## src/rtl/hazard_ctrl_if.sv

```systemverilog
// Pipeline-to-hazard-controller bundle: ID/EX/MEM hazard inputs and the
// stall/flush controls returned to the pipeline.
interface hazard_ctrl_if #(
    parameter int unsigned REG_AW = 5
);
    logic [REG_AW-1:0] id_rs1;
    logic [REG_AW-1:0] id_rs2;
    logic              id_use_rs1;
    logic              id_use_rs2;
    logic [REG_AW-1:0] ex_rd;
    logic              ex_mem_read;
    logic              ex_branch_taken;
    logic              mem_req;
    logic              mem_ready;

    logic              pc_en;
    logic              if_id_en;
    logic              id_ex_en;
    logic              ex_mem_en;
    logic              if_id_flush;
    logic              id_ex_flush;
    logic              mem_wb_flush;
    logic              mem_timeout;
    logic [15:0]       stall_cnt;

    modport master (
        output id_rs1, id_rs2, id_use_rs1, id_use_rs2, ex_rd, ex_mem_read,
               ex_branch_taken, mem_req, mem_ready,
        input  pc_en, if_id_en, id_ex_en, ex_mem_en, if_id_flush, id_ex_flush,
               mem_wb_flush, mem_timeout, stall_cnt
    );

    modport slave (
        input  id_rs1, id_rs2, id_use_rs1, id_use_rs2, ex_rd, ex_mem_read,
               ex_branch_taken, mem_req, mem_ready,
        output pc_en, if_id_en, id_ex_en, ex_mem_en, if_id_flush, id_ex_flush,
               mem_wb_flush, mem_timeout, stall_cnt
    );
endinterface

```

## src/rtl/hazard_ctrl.sv

```systemverilog
// Pipeline hazard controller: load-use bubbles, taken-branch flushes and
// data-memory wait freezes with a timeout into a sticky error state.
module hazard_ctrl #(
    parameter int unsigned REG_AW      = 5,
    parameter int unsigned MEM_TIMEOUT = 16
) (
    input  logic          clk,
    input  logic          rst,
    hazard_ctrl_if.slave  bus
);

    typedef enum logic [1:0] {StRun, StMemWait, StErr} state_e;

    localparam logic [REG_AW-1:0] RegZero     = '0;
    localparam logic [7:0]        TimeoutLast = 8'(MEM_TIMEOUT - 1);

    state_e      state_q;
    state_e      cur_state;
    logic [7:0]  wait_cnt_q;
    logic        timeout_q;
    logic [15:0] stall_cnt_q;

    logic lu;
    logic ms;
    logic freeze;
    logic pc_en;

    assign lu = bus.ex_mem_read && (bus.ex_rd != RegZero) &&
                ((bus.id_use_rs1 && (bus.id_rs1 == bus.ex_rd)) ||
                 (bus.id_use_rs2 && (bus.id_rs2 == bus.ex_rd)));
    assign ms = bus.mem_req && !bus.mem_ready;

    // Reset shows the RUN decode of the live inputs.
    assign cur_state = rst ? StRun : state_q;

    // MEM_WAIT release cycle behaves as RUN with the ms term forced low.
    assign freeze = (cur_state == StErr) ||
                    ((cur_state == StRun) && ms) ||
                    ((cur_state == StMemWait) && !bus.mem_ready);

    always_comb begin
        pc_en            = 1'b1;
        bus.if_id_en     = 1'b1;
        bus.id_ex_en     = 1'b1;
        bus.ex_mem_en    = 1'b1;
        bus.if_id_flush  = 1'b0;
        bus.id_ex_flush  = 1'b0;
        bus.mem_wb_flush = 1'b0;
        if (freeze) begin
            pc_en            = 1'b0;
            bus.if_id_en     = 1'b0;
            bus.id_ex_en     = 1'b0;
            bus.ex_mem_en    = 1'b0;
            bus.mem_wb_flush = 1'b1;
        end else if (bus.ex_branch_taken) begin
            bus.if_id_flush = 1'b1;
            bus.id_ex_flush = 1'b1;
        end else if (lu) begin
            pc_en           = 1'b0;
            bus.if_id_en    = 1'b0;
            bus.id_ex_flush = 1'b1;
        end
        bus.pc_en       = pc_en;
        bus.mem_timeout = timeout_q;
        bus.stall_cnt   = stall_cnt_q;
    end

    always_ff @(posedge clk) begin
        if (rst) begin
            state_q     <= StRun;
            wait_cnt_q  <= 8'd0;
            timeout_q   <= 1'b0;
            stall_cnt_q <= 16'd0;
        end else begin
            if (!pc_en && (stall_cnt_q != 16'hFFFF)) begin
                stall_cnt_q <= stall_cnt_q + 16'd1;
            end
            unique case (state_q)
                StRun: begin
                    if (ms) begin
                        wait_cnt_q <= 8'd0;
                        state_q    <= StMemWait;
                    end
                end
                StMemWait: begin
                    if (bus.mem_ready) begin
                        state_q <= StRun;
                    end else begin
                        wait_cnt_q <= wait_cnt_q + 8'd1;
                        // The stall cycle in RUN counts toward the MEM_TIMEOUT budget.
                        if ((wait_cnt_q + 8'd1) == TimeoutLast) begin
                            state_q   <= StErr;
                            timeout_q <= 1'b1;
                        end
                    end
                end
                StErr: begin
                    timeout_q <= 1'b1;
                end
                default: begin
                    state_q <= StRun;
                end
            endcase
        end
    end

endmodule

```

## src/flat_wrapper.sv

```systemverilog
// flat-port wrapper written by rule: the top's interface ports become plain ports
module hazard_ctrl_flat 
#(
    parameter int unsigned REG_AW      = 5,
    parameter int unsigned MEM_TIMEOUT = 16
)
  (clk, rst, bus_id_rs1, bus_id_rs2, bus_id_use_rs1, bus_id_use_rs2, bus_ex_rd, bus_ex_mem_read, bus_ex_branch_taken, bus_mem_req, bus_mem_ready, bus_pc_en, bus_if_id_en, bus_id_ex_en, bus_ex_mem_en, bus_if_id_flush, bus_id_ex_flush, bus_mem_wb_flush, bus_mem_timeout, bus_stall_cnt);
  hazard_ctrl_if #(.REG_AW(REG_AW)) bus_i ();
  input  logic clk;
  input  logic rst;
  input wire logic [$bits(bus_i.id_rs1)-1:0] bus_id_rs1;
  input wire logic [$bits(bus_i.id_rs2)-1:0] bus_id_rs2;
  input wire logic [$bits(bus_i.id_use_rs1)-1:0] bus_id_use_rs1;
  input wire logic [$bits(bus_i.id_use_rs2)-1:0] bus_id_use_rs2;
  input wire logic [$bits(bus_i.ex_rd)-1:0] bus_ex_rd;
  input wire logic [$bits(bus_i.ex_mem_read)-1:0] bus_ex_mem_read;
  input wire logic [$bits(bus_i.ex_branch_taken)-1:0] bus_ex_branch_taken;
  input wire logic [$bits(bus_i.mem_req)-1:0] bus_mem_req;
  input wire logic [$bits(bus_i.mem_ready)-1:0] bus_mem_ready;
  output wire logic [$bits(bus_i.pc_en)-1:0] bus_pc_en;
  output wire logic [$bits(bus_i.if_id_en)-1:0] bus_if_id_en;
  output wire logic [$bits(bus_i.id_ex_en)-1:0] bus_id_ex_en;
  output wire logic [$bits(bus_i.ex_mem_en)-1:0] bus_ex_mem_en;
  output wire logic [$bits(bus_i.if_id_flush)-1:0] bus_if_id_flush;
  output wire logic [$bits(bus_i.id_ex_flush)-1:0] bus_id_ex_flush;
  output wire logic [$bits(bus_i.mem_wb_flush)-1:0] bus_mem_wb_flush;
  output wire logic [$bits(bus_i.mem_timeout)-1:0] bus_mem_timeout;
  output wire logic [$bits(bus_i.stall_cnt)-1:0] bus_stall_cnt;
  assign bus_i.id_rs1 = bus_id_rs1;
  assign bus_i.id_rs2 = bus_id_rs2;
  assign bus_i.id_use_rs1 = bus_id_use_rs1;
  assign bus_i.id_use_rs2 = bus_id_use_rs2;
  assign bus_i.ex_rd = bus_ex_rd;
  assign bus_i.ex_mem_read = bus_ex_mem_read;
  assign bus_i.ex_branch_taken = bus_ex_branch_taken;
  assign bus_i.mem_req = bus_mem_req;
  assign bus_i.mem_ready = bus_mem_ready;
  assign bus_pc_en = bus_i.pc_en;
  assign bus_if_id_en = bus_i.if_id_en;
  assign bus_id_ex_en = bus_i.id_ex_en;
  assign bus_ex_mem_en = bus_i.ex_mem_en;
  assign bus_if_id_flush = bus_i.if_id_flush;
  assign bus_id_ex_flush = bus_i.id_ex_flush;
  assign bus_mem_wb_flush = bus_i.mem_wb_flush;
  assign bus_mem_timeout = bus_i.mem_timeout;
  assign bus_stall_cnt = bus_i.stall_cnt;
  hazard_ctrl #(.REG_AW(REG_AW), .MEM_TIMEOUT(MEM_TIMEOUT)) u_core (.clk(clk), .rst(rst), .bus(bus_i));
endmodule
```

## config.mk

```make
export PLATFORM = sky130hd
export DESIGN_NAME = hazard_ctrl_flat
export DESIGN_NICKNAME = d
export VERILOG_FILES = /design/src/rtl/hazard_ctrl_if.sv /design/src/rtl/hazard_ctrl.sv /design/src/flat_wrapper.sv
export SDC_FILE = /design/constraint.sdc
export NUM_CORES = 1
export LEC_CHECK = 0
export ABC_AREA = 1
export CAP_MARGIN = 40
export CORE_ASPECT_RATIO = 1.2
export CORE_MARGIN = 2
export CORE_UTILIZATION = 50
export CTS_BUF_LIST = sky130_fd_sc_hd__clkbuf_8
export DETAILED_ROUTE_END_ITERATION = 8
export PLACE_DENSITY = 0.82
export SLEW_MARGIN = 20
export SYNTH_ARGS = -nofsm -noshare
export SYNTH_HDL_FRONTEND = slang
export SYNTH_SLANG_ARGS = --single-unit
```

## constraint.sdc

```tcl
create_clock -name clk -period 2 [get_ports clk]
set_clock_uncertainty 0.1 [all_clocks]
set_input_delay 0.2 -clock clk [delete_from_list [all_inputs] [get_ports clk]]
set_output_delay 0.2 -clock clk [all_outputs]
set_load 0.02 [all_outputs]
```

==> flow_summary.ini <==
[floorplan]
effective_utilization_at_floorplan_pct = 53.1
floorplan.rows = 23
die_area_um2 = 4100
die_x_um = 58.8
placeableCoreArea_um2 = 3400
die_h_um = 69.8
top_level_ports = 47

[global_routing]
grt_overflow_total = 0
grt_antenna_before_repair = 0
first_global_vias = 1695
maximum_number_of_pins_on_one_net_before_global_route_repair = 30
track_usage_pct = 19.9
first_pass_grt_wire_length_um = 6830

[logic_synthesis]
synth_seq_area_share_pct = 30.0
number_of_synthesized_flops_with_an_enable_pin = 0
post_synth_main_area_contributors = sky130_fd_sc_hd__dfxtp_1 (30%), sky130_fd_sc_hd__nand2_1 (16%), sky130_fd_sc_hd__nor2_1 (8.8%)
synth.cells.most_frequent = sky130_fd_sc_hd__nand2_1 (78), sky130_fd_sc_hd__nor2_1 (42), sky130_fd_sc_hd__inv_1 (40)
synthesis.yosys.warnings = 0
mappedNetlistNets = 318
postSynthAreaPerCell_um2 = 6.17
yosys.area.top_type_share_pct = 30.0
synth_area_um2 = 1800
synth.ff_latch_count = 27
yosysUniqueCellTypes = 31
synth_top_flop_cell = sky130_fd_sc_hd__dfxtp_1
synthDominantAreaCellType = sky130_fd_sc_hd__dfxtp_1
post-synth-top-count-cell = sky130_fd_sc_hd__nand2_1
async_flop_share_pct = 0
synthCells = 292

[sta]
fin_crit_sh_pct = 95.0
final_number_of_max_transition_violations = 0
setup_tns_ns = 0
crit_path_time_final_ns = 1.90
maxSlewHeadroom_pct = 80.7
setup_viol_count_final = 0
report.final.hold_viol_count = 0
rsz_0062_raised_after_global_routing = false
max_slew.worst_pin.slew_ns = 0.289
worst_hold_slack_ns = 0.396
clock.fmax_mhz = 526

[cells_and_area]
insertedDiodeCount = 0
final_design_area_excluding_fillers_um2 = 2350
fillerInstances = 303
finalNetCount = 371
drive_above_1_share_pct = 10.2
syn2layout_area_growth_pct = 30.6
final_cells = 381

[place]
dp.cells = 377
hpwl_um = 2960
placed_area_um2 = 2330
finalWeightedCongestion = 0.833
portBuffers = 46

[setup_path]
crit_path_launch_type = flip-flop
crit_chain = inv_1 > nor2_2 > nand2_1 > inv_2 > o21ai_1 > o21a_1 > buf_4 > clkdlybuf4s15_1
crit_family = buffers and inverters
critPathMaxFanout = 3
worstReg2RegEnd = u_core.bus.stall_cnt[11]
timing_worst_setup_path_type = reg -> out
critical-path-max-stage-delay_ns = 0.33
worstPathBufferInverterCount = 4
cp-end-kind = output port
r2r_cells = 10
regToRegSetupSlack_ns = 0.23
critical_path_arrival_ns = 1.60
critical_path.slowest_cell = sky130_fd_sc_hd__dfxtp_1
worstPathRequired_ns = 1.70
regToRegStartpoint = u_core.bus.stall_cnt[1]

[detailed_routing]
detail_route.drc_violations = 2
drtPass1Iterations = 6
ant_nets = 0
drt-initial-drc-count = 98
detail_route.wirelength_um = 3780
route.detailed.vias_per_inst = 4.98
routedWlPerCell_um = 9.92
via_count = 1898

[clocking]
path_clk_slew_ns = 0.10
tritoncts_clock_tree = built
cts_max_level = 1
worstSkewPairLatency_ns = 0.27
post_cts_buffers = 0
clock-sinks = 27
cts-root-buf = sky130_fd_sc_hd__clkbuf_8
cts.path.max_buffers = 2
tritoncts.num_buffers = 3

[min_path]
min_path_cells = 2
hold_end = u_core.wait_cnt_q[7]
timing.hold.worst.start = u_core.wait_cnt_q[7]
worst_hold_path_type = reg -> reg

[power_and_ir_drop]
peak_supply_drop_uv = 303
power-per-cell-area_nw_per_um2 = 474
cellLeakagePower_uw = 0.00109
fin_total_pwr_uw = 1120

[run_status]
run_status = finished, violations left
failed_checks = DRC

[job]
max_cap_viol_count = 0
power breakdown:
part | switching, µW | total (µW) | internal, µW | leakage (µW)
sequential | 12.0 | 562 | 550 | 0.000219
clock | 170 | 310 | 139 | 0.0000255
combinational | 129 | 244 | 115 | 0.000841
kinds of logic (layout without fill, tap and decap cells):
group	Yosys count	after routing	synth area share, %
AO/OA/AOI/OAI	30	30	8.61
XOR/XNOR	8	8	3.89
adder cells (fa/ha/maj)	3	3	2.08
buffers and inverters	53	105	12.8
flip-flops	27	27	30.0
AND/OR/NAND/NOR	171	171	42.6
layer usage:
metal	up-vias	wire (µm)	part of all wire, %	track usage, %
li1	1015	-	-	-
met1	837	1690	45	24.9
met2	44	1900	50	35.2
met3	2	172	4.6	2.80
met4	0	19	0.50	4.55
met5	-	0	0	0
worst max-delay path by stage:
stage                     depth (start not counted)              start               to
after floorplan                                  10  u_core.state_q[0]        bus_pc_en
after global placement                            9      bus_mem_ready  bus_id_ex_flush
after detailed placement                          9      bus_mem_ready  bus_id_ex_flush
after CTS                                         9  u_core.state_q[0]  bus_id_ex_flush
after global routing                              8  u_core.state_q[0]     bus_id_ex_en
final                                             8  u_core.state_q[0]     bus_id_ex_en
worst reg2reg max path: stages, from the launching register on:
cell	delay [ns]
sky130_fd_sc_hd__dfxtp_1	0.39
sky130_fd_sc_hd__ha_1	0.20
sky130_fd_sc_hd__nand2_1	0.06
sky130_fd_sc_hd__inv_1	0.09
sky130_fd_sc_hd__nand2_2	0.11
sky130_fd_sc_hd__nor2_4	0.14
sky130_fd_sc_hd__nand3_4	0.18
sky130_fd_sc_hd__nand3b_1	0.17
sky130_fd_sc_hd__inv_1	0.07
sky130_fd_sc_hd__a21oi_1	0.14
sky130_fd_sc_hd__nor2_1	0.05
area by class of cell:
cell class	instances	area, µm²	area share, %
tap	37	46.3	1.97
sequential	27	541	23.0
clock buffer	3	41.3	1.76
timing repair buffer	57	523	22.2
inverter	44	165	7.02
multi-input combinational	212	1030	43.8
clock inverter	1	5.00	0.213
registers in the layout, summed over array words and instances, names as in the netlist:
name and cells:
u_core.bus.stall_cnt 16, u_core.wait_cnt_q 8, u_core.state_q 2, u_core.bus.mem_timeout 1
through the flow:
step / util, % / setup slack [ns]
floorplan: - / 0.135
global placement: 68.5 / -0.243
detailed placement: 68.5 / -0.249
CTS: 69.7 / 0.00691
global route: 69.3 / 0.00476
finish: 69.3 / 0.0993
cells in the final DEF, fill, tap and decap left out, types with 2 or more instances in the layout:
cell and count:
sky130_fd_sc_hd__nand2_1 78, sky130_fd_sc_hd__clkbuf_8 3, sky130_fd_sc_hd__clkdlybuf4s50_1 39, sky130_fd_sc_hd__ha_1 3, sky130_fd_sc_hd__nand3_1 25, sky130_fd_sc_hd__inv_1 40
sky130_fd_sc_hd__clkbuf_2 4, sky130_fd_sc_hd__inv_2 3, sky130_fd_sc_hd__nor2_2 2, sky130_fd_sc_hd__nand4_1 6, sky130_fd_sc_hd__or2_2 2, sky130_fd_sc_hd__dfxtp_1 27
sky130_fd_sc_hd__nand2_2 4, sky130_fd_sc_hd__xor2_1 4, sky130_fd_sc_hd__nor2_1 42, sky130_fd_sc_hd__a21oi_1 25, sky130_fd_sc_hd__nand3b_1 3, sky130_fd_sc_hd__xnor2_1 4
sky130_fd_sc_hd__buf_4 11, sky130_fd_sc_hd__nor3_1 3, sky130_fd_sc_hd__clkdlybuf4s15_1 3, sky130_fd_sc_hd__o21ai_0 2
repair_timing:
action,4_1_cts,5_1_grt
setup endpoints to repair,7,7
gates resized for setup,9,9
hold buffers,0,0
Note: power is estimated with default switching activity, not from simulation.
